`src/rtl/rcswitch_send.sv`:
```
// rcswitch tri-state RF transmitter: latches a 128-bit frame (addr, chan, stat, sync)
// and shifts it out MSB-first, BIT_CLKS clocks per bit, REPEAT times back-to-back.
module rcswitch_send #(
  parameter int BIT_CLKS = 350,
  parameter int REPEAT   = 4
) (
  input  logic        clk,
  input  logic        rst,
  input  logic        send,
  input  logic [39:0] addr,
  input  logic [39:0] chan,
  input  logic [15:0] stat,
  output logic        ready,
  output logic        done,
  output logic        out
);

  localparam int TICK_W = $clog2(BIT_CLKS);
  localparam int REP_W  = (REPEAT > 1) ? $clog2(REPEAT) : 1;

  localparam logic [TICK_W-1:0] TICK_LAST = TICK_W'(BIT_CLKS - 1);
  localparam logic [REP_W-1:0]  REP_LAST  = REP_W'(REPEAT - 1);
  localparam logic [6:0]        BIT_LAST  = 7'd127;
  localparam logic [31:0]       SYNC_WORD = 32'h8000_0000;

  typedef enum logic {IDLE, TX} state_t;

  state_t              state_q, state_d;
  logic [127:0]        frame_q, frame_d;
  logic [TICK_W-1:0]   tick_q,  tick_d;
  logic [6:0]          bit_q,   bit_d;
  logic [REP_W-1:0]    rep_q,   rep_d;
  logic                out_q,   out_d;
  logic                done_q,  done_d;

  // NOTE: sequential state uses non-blocking assignments so every register samples
  // the pre-edge values; blocking here would create order-dependent races.
  always_ff @(posedge clk or negedge rst) begin
    if (!rst) begin
      state_q <= IDLE;
      frame_q <= '0;
      tick_q  <= '0;
      bit_q   <= '0;
      rep_q   <= '0;
      out_q   <= 1'b0;
      done_q  <= 1'b0;
    end else begin
      state_q <= state_d;
      frame_q <= frame_d;
      tick_q  <= tick_d;
      bit_q   <= bit_d;
      rep_q   <= rep_d;
      out_q   <= out_d;
      done_q  <= done_d;
    end
  end

  // NOTE: every variable gets a default before the case so no path leaves one
  // unassigned, which would otherwise infer a latch.
  always_comb begin
    state_d = state_q;
    frame_d = frame_q;
    tick_d  = tick_q;
    bit_d   = bit_q;
    rep_d   = rep_q;
    out_d   = 1'b0;
    done_d  = 1'b0;

    unique case (state_q)
      IDLE: begin
        if (send) begin
          frame_d = {addr, chan, stat, SYNC_WORD};
          tick_d  = '0;
          bit_d   = '0;
          rep_d   = '0;
          out_d   = addr[39];
          state_d = TX;
        end
      end

      TX: begin
        if (tick_q == TICK_LAST) begin
          tick_d = '0;
          bit_d  = bit_q + 7'd1;
          if (bit_q == BIT_LAST) rep_d = rep_q + 1'b1;
        end else begin
          tick_d = tick_q + 1'b1;
        end
        // 127 - bit_cnt equals the bitwise complement for a 7-bit counter.
        out_d = frame_q[~bit_d];

        if (tick_q == TICK_LAST && bit_q == BIT_LAST && rep_q == REP_LAST) begin
          state_d = IDLE;
          done_d  = 1'b1;
          out_d   = 1'b0;
        end
      end

      default: state_d = IDLE;
    endcase
  end

  assign ready = (state_q == IDLE);
  assign done  = done_q;
  assign out   = out_q;

endmodule

```
`config.mk`:
```
export PLATFORM = sky130hd
export DESIGN_NAME = rcswitch_send
export DESIGN_NICKNAME = d
export VERILOG_FILES = /design/src/rtl/rcswitch_send.sv
export SDC_FILE = /design/constraint.sdc
export NUM_CORES = 1
export LEC_CHECK = 0
export BUFFER_PORTS_ARGS = -buffer_cell sky130_fd_sc_hd__buf_2
export CORE_UTILIZATION = 45
export DETAILED_ROUTE_END_ITERATION = 16
export HOLD_SLACK_MARGIN = 0.06
export PLACE_DENSITY = 0.75
export SLEW_MARGIN = 10
export SYNTH_ARGS = -nofsm -noshare
export SYNTH_HDL_FRONTEND = slang
export SYNTH_SLANG_ARGS = --single-unit
```
`constraint.sdc`:
```
create_clock -name clk -period 2.5 [get_ports clk]
set_input_delay 0 -clock clk [delete_from_list [all_inputs] [get_ports clk]]
set_output_delay 0 -clock clk [all_outputs]
set_load 0.02 [all_outputs]
```
==> metrics <==
std cell rows=44; Mapped Nets=838; power spent charging and discharging nets=0.00170 W; portion of total power attributed to combinational logic=roughly 19%; clock buffer count from CTS=17; compound-gate portion of the synthesized area=7.65%; post-synthesis cell area=6850 um^2; Skew-Pair Late Insertion Delay=0.42 ns; series of cell instances along the critical path=buf_12 -> and2_0 -> buf_4 -> nand4_1 -> xnor2_2 -> nand2_1 -> a211oi_2 -> a31oi_1 -> a32oi_1; residual antenna-violating net count after detailed routing=0; Critical Path AT=2.75 ns; final-report max-slew violation count=0; TritonCTS Sinks=118; Async S/R FF share, synth=100%; status=complete, no violations; number of instances in the synthesized netlist=735; dpl cell area=7650 um^2; switching power as a share of total power=26.7%; data required time at the worst endpoint=between 2 and 3 ns; multi-input gate area in the final layout=~3600 um^2; Filler Cell Count=1114; total power divided by cell area=683 nW/um^2; xor-xnor portion of the synthesized cell area=1.94%; routability cong.=0.906; GR Util All Layers=25.6%; CTS H-tree depth=4; aggregate routed wire length=about 19000 um; fraction of synthesized area in multiplexers=a little under a fifth; EDFF count, synth=0; number of global-route vias before repair=6308; ys flop type=dfrtp_1; number of port buffers=101; ratio of routed vias to standard cells=5.51; clock tree from TritonCTS=done; Pre-antenna DRT Iters=7; detail-routed net length per standard cell=16.6 um; share of final-layout standard cells stronger than drive strength 1=approximately 24%; synthesized area per cell=about 9.3 um^2; die height=around 130 um; clock network power share=a little over two fifths; worst vdd rail ir drop=0.502 mV; core region area=14700 um^2; area of the die=15700 um^2; sequential element share of the synthesized area=about 43%; DP Wirelength=11800 um; master of the slowest instance on the critical path=dfrtp_2; clk root buf=clkbuf_16; Worst Setup End Kind=flop; final non-filler cell total=~1100; violation count after the first detailed-routing iteration=491; Congestion Overflow GR=0; initial standard-cell utilization of the core=46.6%; instance count after placement with tap cells included=1003; commonest cells after routing, fill and taps aside=317 x nand2_1, 116 x dfrtp_1, 100 x buf_2; combined flip-flop and latch cell area=2960 um^2; measured slew at the worst slew-check pin=0.596 ns; final layout net count=1038; main combinational cell family by area after synthesis=simple AND/OR/NAND/NOR gates; hold slack final=roughly 0.084 ns; worst relative slew slack=60.3%; startpoint kind of the worst setup timing path=flop; horizontal die dimension=125 um; max-cap violation count=0; number of top-level pins=a little over 100; post-route cell area=around 9300 um^2; Seq cells post-synth=approximately 120; fraction of the mapped netlist area in adder cells=0.731%; count of endpoints failing setup in the final report=0; crit path time final=around 2.4 ns; area share of and/or/nand/nor cells after synthesis=23.3%; number of distinct library cell variants in the gate-level netlist after synthesis=just over 60; total DRC errors in the routed layout=0; Layout Area Growth over Synthesis=36.1%; most frequent standard cell in the layout excluding fill and tap cells=nand2_1; type of the worst setup path=reg2reg; maximum fanout along the worst path=between 40 and 50; initial antenna violation count=0; unrepaired setup endpoints after global routing=false; number of buffers between clock root and the deepest sink=2; worst clock skew on the final layout=approximately 0.0041 ns; via count of the routed design=6240; Hold Vio Cnt, Final=0; achievable clock frequency=414 MHz; pin count of the biggest net entering global routing=62; wire length of the first global-routing pass=31500 um; maximum single-stage delay on the critical path=0.40 ns; static leakage=between 4 and 5 nW; share of power burned in registers=between 30 and 40%; fraction of the cycle the final worst path needs=~97%; worst min path class=in2reg; Cell Int Power=between 0.004 and 0.005 W; Worst-path clk slew=0.05 ns; antenna diode instance count=0; number of warnings reported in the yosys synthesis log=0
## per-stage QoR
| step | worst slack (ns) | setup TNS (ns) | total power (W) | utilization [%] |
|---|---|---|---|---|
| 2_1_floorplan | 0.243 | 0 | 0.00311 | - |
| 3_3_place_gp | 0.0555 | 0 | 0.00346 | 52.1 |
| 3_5_place_dp | -0.00293 | -0.00293 | 0.00350 | 52.1 |
| 4_1_cts | 0.0555 | 0 | 0.00636 | 63.3 |
| 5_1_grt | 0.0242 | 0 | 0.00662 | 63.4 |
| 6_report | 0.0822 | 0 | 0.00637 | 63.4 |
## layout make-up
| class | count | share of cell area, % |
|---|---|---|
| clock inverters | 11 | 2.11 |
| inverters | 6 | 0.242 |
| clock buffers | 21 | 5.05 |
| repair buffers | 233 | 19.4 |
| well taps | 184 | 2.47 |
| flip-flops and latches | 118 | 31.7 |
| multi-input cells | 559 | 39.1 |
## state kept, by name, summed over array words and instances (netlist names)
name	flops
bit_q	7
tick_q	9
done	1
out	1
rep_q	2
frame_q	97
state_q	1
## routing by layer
| metal | vias to the layer above | global-route usage (%) | wire (um) |
|---|---|---|---|
| met1 | 3062 | 33.4 | 7980 |
| li1 | 2930 | - | - |
| met2 | 200 | 41.7 | 9270 |
| met4 | 0 | 12.3 | 578 |
| met3 | 48 | 4.62 | 945 |
| met5 | - | 0 | 0 |
## synth_stat cells (4+ instances only)
cell type	count	area (um^2)
nand3_1	12	60.1
mux2_2	9	101
buf_6	6	67.6
nor2b_1	4	25.0
a31oi_1	5	31.3
nand2_1	318	1190
and3_1	7	43.8
nand4_1	7	43.8
o31ai_1	9	67.6
buf_1	5	18.8
inv_1	4	15.0
a21oi_1	8	40.0
mux2i_1	42	420
buf_4	5	37.5
ha_1	4	50.1
dfrtp_1	118	2950
nor2_1	16	60.1
buf_2	14	70.1
o21ai_0	26	130
mux4_2	32	721
a211oi_1	4	30.0
clkbuf_1	22	82.6
## critical path: cells and delay by family (launching register included)
family | cells | cell delay [ns]
and+or+nand+nor | 3 | 0.58
AOI/OAI and AO/OA | 3 | 0.49
DFF | 1 | 0.40
xor gates and xnor gates | 1 | 0.37
buffers and inverters | 2 | 0.45
## final timing paths
path	from	end	slack, ns	cells after the start
min reg2reg	frame_q[31]	frame_q[31]	0.47	1
max reg2reg	bit_q[1]	out	0.08	9
min	send	frame_q[127]	0.08	4
max	bit_q[1]	out	0.08	9
max in group asynchronous	rst	frame_q[100]	1.68	3
min in group asynchronous	rst	frame_q[86]	0.14	2
## power by group through the flow
stage               sequential (W)  combinational [W]  clock (W)
finish                     0.00245            0.00118    0.00273
global route               0.00249            0.00131    0.00283
CTS                        0.00244            0.00116    0.00276
detailed placement         0.00247            0.00103          0
global placement           0.00246           0.000997          0
floorplan                  0.00237           0.000744          0
## cell families after synthesis
family / Yosys count
xor gates and xnor gates: 10
and+or+nand+nor: 381
AOI/OAI and AO/OA: 79
muxes: 85
DFF: 118
adders and majority gates: 4
buffers and inverters: 58
## repair_timing
item                       4_1_cts  5_1_grt
setup endpoints to repair        1        1
setup buffers                    0        0
hold endpoints to repair       181        0
hold buffers                    97        0
gates resized for setup          1        4
Power figures use the tool's default switching activity.
